File: src/rtl/fir_axil_master.sv
// AXI4-Lite initiator that loads taps into the FIR peripheral and runs one
// sample at a time through it: write sample, poll status, read result.
module fir_axil_master #(
  parameter int C_M_AXI_ADDR_WIDTH = 6,
  parameter int C_M_AXI_DATA_WIDTH = 32,
  parameter int ADDR_NUMTAPS       = 0,
  parameter int ADDR_TAPS          = 1,
  parameter int ADDR_SAMPLE        = 2,
  parameter int ADDR_STATUS        = 0,
  parameter int ADDR_RESULT        = 1,
  parameter int MAX_POLLS          = 1024
) (
  input  logic                              S_AXI_ACLK,
  input  logic                              S_AXI_ARESETN,
  input  logic                              cfg_valid,
  output logic                              cfg_ready,
  input  logic [15:0]                       cfg_num_taps,
  input  logic                              tap_valid,
  output logic                              tap_ready,
  input  logic [15:0]                       tap_data,
  input  logic                              smp_valid,
  output logic                              smp_ready,
  input  logic [15:0]                       smp_data,
  output logic                              res_valid,
  input  logic                              res_ready,
  output logic [15:0]                       res_data,
  output logic                              configured,
  output logic                              err,
  output logic [C_M_AXI_ADDR_WIDTH-1:0]     M_AXI_AWADDR,
  output logic                              M_AXI_AWVALID,
  input  logic                              M_AXI_AWREADY,
  output logic [C_M_AXI_DATA_WIDTH-1:0]     M_AXI_WDATA,
  output logic [C_M_AXI_DATA_WIDTH/8-1:0]   M_AXI_WSTRB,
  output logic                              M_AXI_WVALID,
  input  logic                              M_AXI_WREADY,
  input  logic [1:0]                        M_AXI_BRESP,
  input  logic                              M_AXI_BVALID,
  output logic                              M_AXI_BREADY,
  output logic [C_M_AXI_ADDR_WIDTH-1:0]     M_AXI_ARADDR,
  output logic                              M_AXI_ARVALID,
  input  logic                              M_AXI_ARREADY,
  input  logic [C_M_AXI_DATA_WIDTH-1:0]     M_AXI_RDATA,
  input  logic [1:0]                        M_AXI_RRESP,
  input  logic                              M_AXI_RVALID,
  output logic                              M_AXI_RREADY
);

  localparam int PW = $clog2(MAX_POLLS + 1);
  localparam int AW = C_M_AXI_ADDR_WIDTH;
  localparam int DW = C_M_AXI_DATA_WIDTH;

  typedef enum logic [2:0] {IDLE, CFG_N, CFG_TAP, SMP_WR, POLL, RES_RD, OUT} state_t;

  state_t          state_reg;
  logic            awvalid_reg, wvalid_reg, bready_reg, wr_busy_reg;
  logic            arvalid_reg, rready_reg;
  logic [AW-1:0]   awaddr_reg, araddr_reg;
  logic [DW-1:0]   wdata_reg;
  logic            res_valid_reg, configured_reg, err_reg;
  logic [15:0]     res_data_reg, num_taps_reg, tap_cnt_reg;
  logic [PW-1:0]   poll_cnt_reg;

  logic b_hs, r_hs, aw_done, w_done;
  logic unused_rdata;

  assign b_hs    = M_AXI_BVALID && bready_reg;
  assign r_hs    = M_AXI_RVALID && rready_reg;
  assign aw_done = !awvalid_reg || M_AXI_AWREADY;
  assign w_done  = !wvalid_reg || M_AXI_WREADY;
  assign unused_rdata = ^M_AXI_RDATA[DW-1:16];

  assign cfg_ready = (state_reg == IDLE) && S_AXI_ARESETN;
  // A pending configuration wins over a simultaneous sample.
  assign smp_ready = (state_reg == IDLE) && S_AXI_ARESETN && configured_reg && !cfg_valid;
  assign tap_ready = (state_reg == CFG_TAP) && !wr_busy_reg && (tap_cnt_reg != num_taps_reg);

  assign res_valid     = res_valid_reg;
  assign res_data      = res_data_reg;
  assign configured    = configured_reg;
  assign err           = err_reg;
  assign M_AXI_AWADDR  = awaddr_reg;
  assign M_AXI_AWVALID = awvalid_reg;
  assign M_AXI_WDATA   = wdata_reg;
  assign M_AXI_WSTRB   = '1;
  assign M_AXI_WVALID  = wvalid_reg;
  assign M_AXI_BREADY  = bready_reg;
  assign M_AXI_ARADDR  = araddr_reg;
  assign M_AXI_ARVALID = arvalid_reg;
  assign M_AXI_RREADY  = rready_reg;

  always_ff @(posedge S_AXI_ACLK) begin
    if (!S_AXI_ARESETN) begin
      state_reg      <= IDLE;
      awvalid_reg    <= 1'b0;
      wvalid_reg     <= 1'b0;
      bready_reg     <= 1'b0;
      wr_busy_reg    <= 1'b0;
      arvalid_reg    <= 1'b0;
      rready_reg     <= 1'b0;
      awaddr_reg     <= '0;
      araddr_reg     <= '0;
      wdata_reg      <= '0;
      res_valid_reg  <= 1'b0;
      res_data_reg   <= '0;
      configured_reg <= 1'b0;
      err_reg        <= 1'b0;
      num_taps_reg   <= '0;
      tap_cnt_reg    <= '0;
      poll_cnt_reg   <= '0;
    end else begin
      // Channel bookkeeping; launches in the state case below override these.
      if (awvalid_reg && M_AXI_AWREADY) awvalid_reg <= 1'b0;
      if (wvalid_reg && M_AXI_WREADY)   wvalid_reg  <= 1'b0;
      if (wr_busy_reg && !bready_reg && aw_done && w_done) bready_reg <= 1'b1;
      if (b_hs) begin
        bready_reg  <= 1'b0;
        wr_busy_reg <= 1'b0;
        if (M_AXI_BRESP != 2'b00) err_reg <= 1'b1;
      end
      if (arvalid_reg && M_AXI_ARREADY) begin
        arvalid_reg <= 1'b0;
        rready_reg  <= 1'b1;
      end
      if (r_hs) begin
        rready_reg <= 1'b0;
        if (M_AXI_RRESP != 2'b00) err_reg <= 1'b1;
      end

      case (state_reg)
        IDLE: begin
          if (cfg_valid) begin
            if (cfg_num_taps == 16'd0) begin
              err_reg <= 1'b1;
            end else begin
              num_taps_reg   <= cfg_num_taps;
              configured_reg <= 1'b0;
              awvalid_reg    <= 1'b1;
              wvalid_reg     <= 1'b1;
              wr_busy_reg    <= 1'b1;
              awaddr_reg     <= AW'(ADDR_NUMTAPS);
              wdata_reg      <= DW'(cfg_num_taps);
              state_reg      <= CFG_N;
            end
          end else if (smp_valid && configured_reg) begin
            awvalid_reg <= 1'b1;
            wvalid_reg  <= 1'b1;
            wr_busy_reg <= 1'b1;
            awaddr_reg  <= AW'(ADDR_SAMPLE);
            wdata_reg   <= DW'(smp_data);
            state_reg   <= SMP_WR;
          end
        end
        CFG_N: begin
          if (b_hs) begin
            tap_cnt_reg <= '0;
            state_reg   <= CFG_TAP;
          end
        end
        CFG_TAP: begin
          if (tap_valid && tap_ready) begin
            tap_cnt_reg <= tap_cnt_reg + 16'd1;
            awvalid_reg <= 1'b1;
            wvalid_reg  <= 1'b1;
            wr_busy_reg <= 1'b1;
            awaddr_reg  <= AW'(ADDR_TAPS);
            wdata_reg   <= DW'(tap_data);
          end
          if (b_hs && tap_cnt_reg == num_taps_reg) begin
            configured_reg <= 1'b1;
            state_reg      <= IDLE;
          end
        end
        SMP_WR: begin
          if (b_hs) begin
            poll_cnt_reg <= '0;
            arvalid_reg  <= 1'b1;
            araddr_reg   <= AW'(ADDR_STATUS);
            state_reg    <= POLL;
          end
        end
        POLL: begin
          if (r_hs) begin
            if (M_AXI_RDATA[0]) begin
              arvalid_reg <= 1'b1;
              araddr_reg  <= AW'(ADDR_RESULT);
              state_reg   <= RES_RD;
            end else if (poll_cnt_reg == PW'(MAX_POLLS - 1)) begin
              err_reg   <= 1'b1;
              state_reg <= IDLE;
            end else begin
              poll_cnt_reg <= poll_cnt_reg + PW'(1);
              arvalid_reg  <= 1'b1;
              araddr_reg   <= AW'(ADDR_STATUS);
            end
          end
        end
        RES_RD: begin
          if (r_hs) begin
            res_data_reg  <= M_AXI_RDATA[15:0];
            res_valid_reg <= 1'b1;
            state_reg     <= OUT;
          end
        end
        OUT: begin
          if (res_ready) begin
            res_valid_reg <= 1'b0;
            state_reg     <= IDLE;
          end
        end
        default: state_reg <= IDLE;
      endcase
    end
  end

endmodule

File: config.mk
export PLATFORM = sky130hd
export DESIGN_NAME = fir_axil_master
export DESIGN_NICKNAME = d
export VERILOG_FILES = /design/src/rtl/fir_axil_master.sv
export SDC_FILE = /design/constraint.sdc
export NUM_CORES = 1
export LEC_CHECK = 0
export BUFFER_PORTS_ARGS = -buffer_cell sky130_fd_sc_hd__buf_2
export CORE_MARGIN = 2
export CORE_UTILIZATION = 49
export DETAILED_ROUTE_END_ITERATION = 12
export PLACE_DENSITY = 0.81
export SLEW_MARGIN = 25
export SYNTH_ARGS = -nofsm -noshare
export SYNTH_HDL_FRONTEND = slang
export SYNTH_SLANG_ARGS = --single-unit
File: constraint.sdc
create_clock -name S_AXI_ACLK -period 2.9 [get_ports S_AXI_ACLK]
set_input_delay 0 -clock S_AXI_ACLK [delete_from_list [all_inputs] [get_ports S_AXI_ACLK]]
set_output_delay 0 -clock S_AXI_ACLK [all_outputs]
set_load 0.03 [all_outputs]
==> impl_results.md, run 1 <==
- Final nets: 811
- Crit. End Element: register
- Core Footprint: 0.00906 sq mm
- Synth Area in Compound Gates: 0.143
- CP Data Required Time: 3.14 ns
- Post-CTS Setup Bufs: 0
- Area grow syn2layout: 29.4%
- Initial Utilization: 0.498
- Register area share after synthesis: 0.399
- FF-to-FF path depth: 7
- Synth Area in Adders: 0.00554
- Antenna violations before repair: 0
- CP arrival: 2.49 ns
- Wire length per cell: 15.1 microns
- Final global-route overflow total: 0
- Highest achievable clock rate: 445 MHz
- CTS HTree Levels: 3
- Vias in the first global route: 4184
- Die Ht: 100 microns
- Die W: 100 microns
- First-pass GRT wire length: 20000 microns
- HPWL Detailed: 8140 microns
- Largest net degree at the start of global routing: 51
- Hold Fails Final Rpt: 0
- Crit Path Class: reg2reg
- Most frequent cells in the layout: 124 x buf_2, 90 x dfxtp_1, 69 x nand2_1, 54 x dlygate4sd3_1, 46 x nor2_1
- Final setup viols: 0
- Worst Max-Slew Pin Slew: 0.826 ns
- Drt total wl: 12500 microns
- Vias: 4509
- Final antenna-violating net count: 0
- Clock Latency Late Sink: 0.36 ns
- Share of cells above drive strength 1: 0.229
- Max-slew headroom: 0.449
- Ys async rst share: 0
- Yosys Warn Count: 0
- Yosys cell types: 49
- First DRT Iteration DRCs: 334
- Yosys reg bits: 90
- VDD IR max: 0.343 mV
- Crit start category: register
- Worst Skew: 0.0159 ns
- Tcrit/Tclk final: 0.776
- Hold Path Class: in2reg
- Reg clk slew, reported paths: 0.10 ns
- IO Count: 170
- CTS tree: built
- Synth Area in Simple Gates: 0.239
- Drt pass-1 iters: 5
- Vias/cell: 5.43
- Main combinational cell family by area after synthesis: simple AND/OR/NAND/NOR gates
- Max-cap violation count: 0
- Synthesized area: 0.00451 sq mm
- Max-slew violation count: 0
- Fin crit period: 2.25 ns
- Post-synthesis cell count: 549
- Die Area: 0.00999 sq mm
- Mean Syn Cell Area: 8.22 sq um
- Global-route usage over all layers: 0.248
- CTS Buffer Depth: 2
- Clock root buffer: clkbuf_8
- # fillers: 739
- GP Congestion: 0.824
- Row cnt: 35
- # diodes: 0
- Clk sinks: 90
- Pwr per Cell Area: 545 mW/mm^2
- IO buf count: 124
- Drt drc: 0
- Unrepaired setup endpoints after global routing: no
- Static leakage: 2.57 nW
- Min-Delay Path Depth: 3
- Number of flops mapped to enable cells by yosys: 0
- Cts bufs inserted: 9
- Worst-path maximum fanout: 36
- Final worst slack: 0.650 ns
- Most common cell after layout, fill and taps aside: buf_2
- Ys flop type: dfxtp_1
- Post-Synth XOR/XNOR Area: 0.0466
- TNS Setup: 0 ns
- Status: finished, final reports clean
- Placement Setup Slack: 0.700 ns
- Post-synthesis mux area share: 0.0804
-- report_power, final --
part / internal [mW] / total (mW) / switching (mW) / leakage (nW)
Clock: 0.434 / 0.903 / 0.469 / 0.109
Sequential: 1.33 / 1.41 / 0.0819 / 0.731
Combinational: 0.313 / 0.864 / 0.550 / 1.73
-- worst paths after layout --
path | slack (ns) | end | from
setup / recovery | 0.65 | M_AXI_WDATA[12] | state_reg[1]
hold / removal | 0.006 | M_AXI_WDATA[6] | tap_data[6]
setup reg to reg | 0.65 | M_AXI_WDATA[12] | state_reg[1]
hold reg to reg | 0.46 | res_data[7] | res_data[7]
-- worst max-delay path: stages, from the launching register on --
cell and delay [ns]:
dfxtp_1 0.55, nand2b_1 0.21, or2_2 0.33, nor3_1 0.44
a211oi_4 0.12, buf_4 0.25, nand3_1 0.12, o21ai_0 0.10
-- per-stage QoR --
stage / total power [mW] / util / std cells / hold slack, ns / instance area, sq um
2_1_floorplan: 2.05 / - / 576 / 0.136 / 4610
3_3_place_gp: 2.21 / 0.561 / 760 / 0.242 / 5090
3_5_place_dp: 2.23 / 0.561 / 760 / 0.247 / 5090
4_1_cts: 3.17 / 0.644 / 830 / 0.0125 / 5840
5_1_grt: 3.35 / 0.644 / 830 / 0.0240 / 5840
6_report: 3.18 / 0.644 / 830 / 0.00626 / 5840
-- cell usage after synthesis, types with 2 or more instances --
cell,n,area share
xor2_1,21,0.041
nand3_1,30,0.033
nor4_2,2,0.0055
nor2b_1,2,0.0028
or2_2,3,0.0042
a21oi_1,42,0.047
nand2_1,69,0.057
o21ai_1,3,0.0033
buf_4,30,0.050
a31oi_1,4,0.0055
buf_2,7,0.0078
nor3_1,12,0.013
xnor2_1,3,0.0058
nand3b_1,2,0.0033
clkbuf_1,16,0.013
or3_1,15,0.021
ha_1,2,0.0055
mux2i_1,34,0.075
nor4_1,11,0.015
nand4_1,8,0.011
mux2_2,2,0.0050
buf_1,5,0.0042
a211oi_1,3,0.0050
o21ai_0,31,0.034
nor3b_1,2,0.0033
dfxtp_1,90,0.40
and3_1,4,0.0055
conb_1,2,0.0017
inv_1,7,0.0058
o211ai_1,18,0.030
nor2_1,47,0.039
nand2b_1,5,0.0069
-- routing by layer --
metal | routed length [microns] | global-route usage
met5 | 0 | 0
met4 | 358 | 0.103
met3 | 772 | 0.0494
met2 | 6250 | 0.430
met1 | 5130 | 0.301
-- what timing repair did --
item                      4_1_cts  5_1_grt
hold endpoints to repair       53        0
resized for setup               0        0
hold buffers                   54        0
-- cells by family (layout without fill, tap and decap cells) --
group / after synthesis / count (layout)
adder cells (fa/ha/maj): 2 / 2
buffers and inverters: 67 / 210
AND/OR/NAND/NOR: 219 / 219
multiplexers: 36 / 36
AO/OA/AOI/OAI: 109 / 109
other: 2 / 29
XOR/XNOR: 24 / 24
flip-flops: 90 / 90
-- layout make-up --
class | count | area, sq um | area share
inverters | 8 | 30.0 | 0.00514
well taps | 111 | 139 | 0.0238
flip-flops and latches | 90 | 1800 | 0.309
clock buffers | 10 | 138 | 0.0236
repair buffers | 186 | 1220 | 0.209
multi-input cells | 419 | 2440 | 0.417
clock inverters | 6 | 72.6 | 0.0124
(Power assumes the default switching activity.)
==> inputs of run 2 (changes only) <==
- ABC_AREA: unset -> 1
- CORE_UTILIZATION: 49 -> 51
- PLACE_DENSITY: 0.81 -> 0.82
- clock period: 2.9 -> 2.2 ns (I/O delays scaled with it)
==> impl_results.md, run 2 <==
- Status: finished, final reports clean
- Final global-route overflow total: 0
- Crit start category: register
- Vias in the first global route: 4874
- Yosys top cell by area: dfxtp_1
- Hold Fails Final Rpt: 0
- Core Footprint: 0.00928 sq mm
- Reg clk slew, reported paths: 0.11 ns
- CTS Buffer Depth: 2
- Finished Cell Area: 0.00624 sq mm
- Post-synthesis cell count: 753
- Hold path startpoint: M_AXI_RVALID
- Hold slack: 0.0221 ns
- Number of flops mapped to enable cells by yosys: 0
- First DRT Iteration DRCs: 261
- Synthesized area: 0.00491 sq mm
- CP max stage delay: 0.39 ns
- CTS HTree Levels: 3
- Vias: 5295
- Hold Path Class: in2reg
- Top cells by area, synth: dfxtp_1 37%, nor2_1 14%, nand2_1 11%, buf_4 4.6%, o21ai_0 4.6%
- Ys async rst share: 0
- IO buf count: 124
- Yosys Warn Count: 0
- Power, Total: 5.46 mW
- Max-cap violation count: 0
- Synth Area in Adders: 0.00510
- Cts bufs inserted: 9
- Crit. End Element: register
- Most frequent cells after synthesis: 179 x nor2_1, 148 x nand2_1, 90 x dfxtp_1, 45 x o21ai_0, 43 x inv_1
- FF-to-FF Start: state_reg[0]
- Worst Skew: 0.0145 ns
- Final setup viols: 0
- Main combinational cell family by area after synthesis: simple AND/OR/NAND/NOR gates
- Final antenna-violating net count: 0
- Fin crit period: 1.85 ns
- CP startpoint: state_reg[0]
- Max-slew violation count: 0
- Finished Layout Cells: 1053
- Pwr per Cell Area: 874 mW/mm^2
- CP cell instances: inv_2 > nand2_1 > nor2_2 > inv_2 > nor2_1 > nand2_1 > inv_2 > nor2_2 > nand2_4 > inv_4 > nor2_1 > nor2_1
- CP Data Required Time: 2.48 ns
- Synth Area in Compound Gates: 0.154
- Global-route usage over all layers: 0.263
- Die W: 102 microns
- Worst-path maximum fanout: 19
- Tcrit/Tclk final: 0.841
- Die Ht: 102 microns
- Wire length per cell: 12.8 microns
- CTS tree: built
- WP buf/inv: 4
- Most frequent cells in the layout: 179 x nor2_1, 148 x nand2_1, 124 x buf_2, 90 x dfxtp_1, 54 x dlygate4sd3_1
- Register area share after synthesis: 0.367
- Most numerous cell in the Yosys netlist: nor2_1
- Critical path's top delay family: simple AND/OR/NAND/NOR gates
- Post-synthesis mux area share: 0
- Yosys reg bits: 90
- Clk sinks: 90
- Row cnt: 35
- Synth Area in Simple Gates: 0.330
- GP Congestion: 0.922
- CP arrival: 2.13 ns
- Yosys cell types: 39
- Crit Path Class: reg2reg
- Vias/cell: 5.03
- First-pass GRT wire length: 22200 microns
- VDD IR max: 0.542 mV
- Initial Utilization: 0.528
- Ys flop type: dfxtp_1
- Share of cells above drive strength 1: 0.207
- Die Area: 0.0104 sq mm
- Static leakage: 2.79 nW
- Resized cells post-CTS: 0
- Dpl cells: 983
- Antenna violations before repair: 0
- Slowest CP cell: dfxtp_1
- Final nets: 1016
- Drt drc: 0
- # diodes: 0
- Clock Latency Late Sink: 0.38 ns
- TNS Setup: 0 ns
- Mean Syn Cell Area: 6.52 sq um
- Post-Synth XOR/XNOR Area: 0.0214
- Clock root buffer: clkbuf_8
- Drt pass-1 iters: 6
- Area grow syn2layout: 27.3%
- Highest achievable clock rate: 541 MHz
- Unrepaired setup endpoints after global routing: no
- IO Count: 170
- Drt total wl: 13400 microns
- HPWL Detailed: 8640 microns
- Most common cell after layout, fill and taps aside: nor2_1
- Largest net degree at the start of global routing: 53
- Placement Cell Area: 0.00550 sq mm
- Synth top area share: 0.367
-- run 2: cell count changes after synthesis, moves of 8 or more --
cell | before | now
o211ai_1 | 18 | 1
nand2_1 | 69 | 148
o21ai_1 | 3 | 15
inv_2 | 1 | 19
o21ai_0 | 31 | 45
or3_1 | 15 | 0
inv_1 | 7 | 43
o31ai_1 | 1 | 17
nor4_1 | 11 | 0
xor2_1 | 21 | 11
mux2i_1 | 34 | 0
a21oi_2 | 0 | 8
nor2_1 | 47 | 179
-- run 2: per-stage QoR --
stage                     utilization  setup WS (ns)
final                           0.673          0.351
after global routing            0.673          0.119
after CTS                       0.673          0.346
after detailed placement        0.592          0.403
after global placement          0.592          0.422
after floorplan                     -          0.657
-- run 2: cells by family (layout without fill, tap and decap cells) --
family	count (synthesis)	in the layout
and+or+nand+nor	394	394
AOI/OAI and AO/OA	132	132
buffers and inverters	121	265
DFF	90	90
xor gates and xnor gates	12	12
adders and majority gates	2	2
other	2	29
-- run 2: area by class of cell --
type | instances | area, sq um
Clock buffer | 9 | 124
Clock inverter | 7 | 81.3
Multi-Input combinational cell | 569 | 2620
Sequential cell | 90 | 1800
Tap cell | 129 | 161
Fill cell | 789 | 3040
Timing Repair Buffer | 184 | 1210
Inverter | 65 | 251
-- run 2: final timing paths --
path / cells past startpoint / slack, ns / to
worst max-delay path: 12 / 0.35 / M_AXI_WDATA[2]
worst min-delay path: 4 / 0.02 / M_AXI_RREADY
worst max register to register: 12 / 0.35 / M_AXI_WDATA[2]
worst min register to register: 2 / 0.47 / poll_cnt_reg[10]
-- run 2: tightest hold or removal path, stage by stage --
cell,delay (ns)
buf_2,0.07
nand2_1,0.15
nand2_1,0.10
nor2_1,0.04
-- run 2: what timing repair did --
action                                  CTS  global route
hold buffers                             54             0
endpoints found under the setup margin    0             0
hold endpoints to repair                 57             0
buffers inserted                          0             0
-- run 2: power by group --
part           switching [mW]  internal, mW
sequential              0.187          1.93
clock                   0.695         0.453
combinational            1.52         0.672
total                    2.41          3.05
-- run 2: per-layer routing --
layer  vias to the layer above  wire length, microns  global-route usage
met3                        43                   917              0.0520
met5                         -                     0                   0
met1                      2355                  5720               0.338
li1                       2673                     -                   -
met4                         0                   388               0.109
met2                       224                  6400               0.435
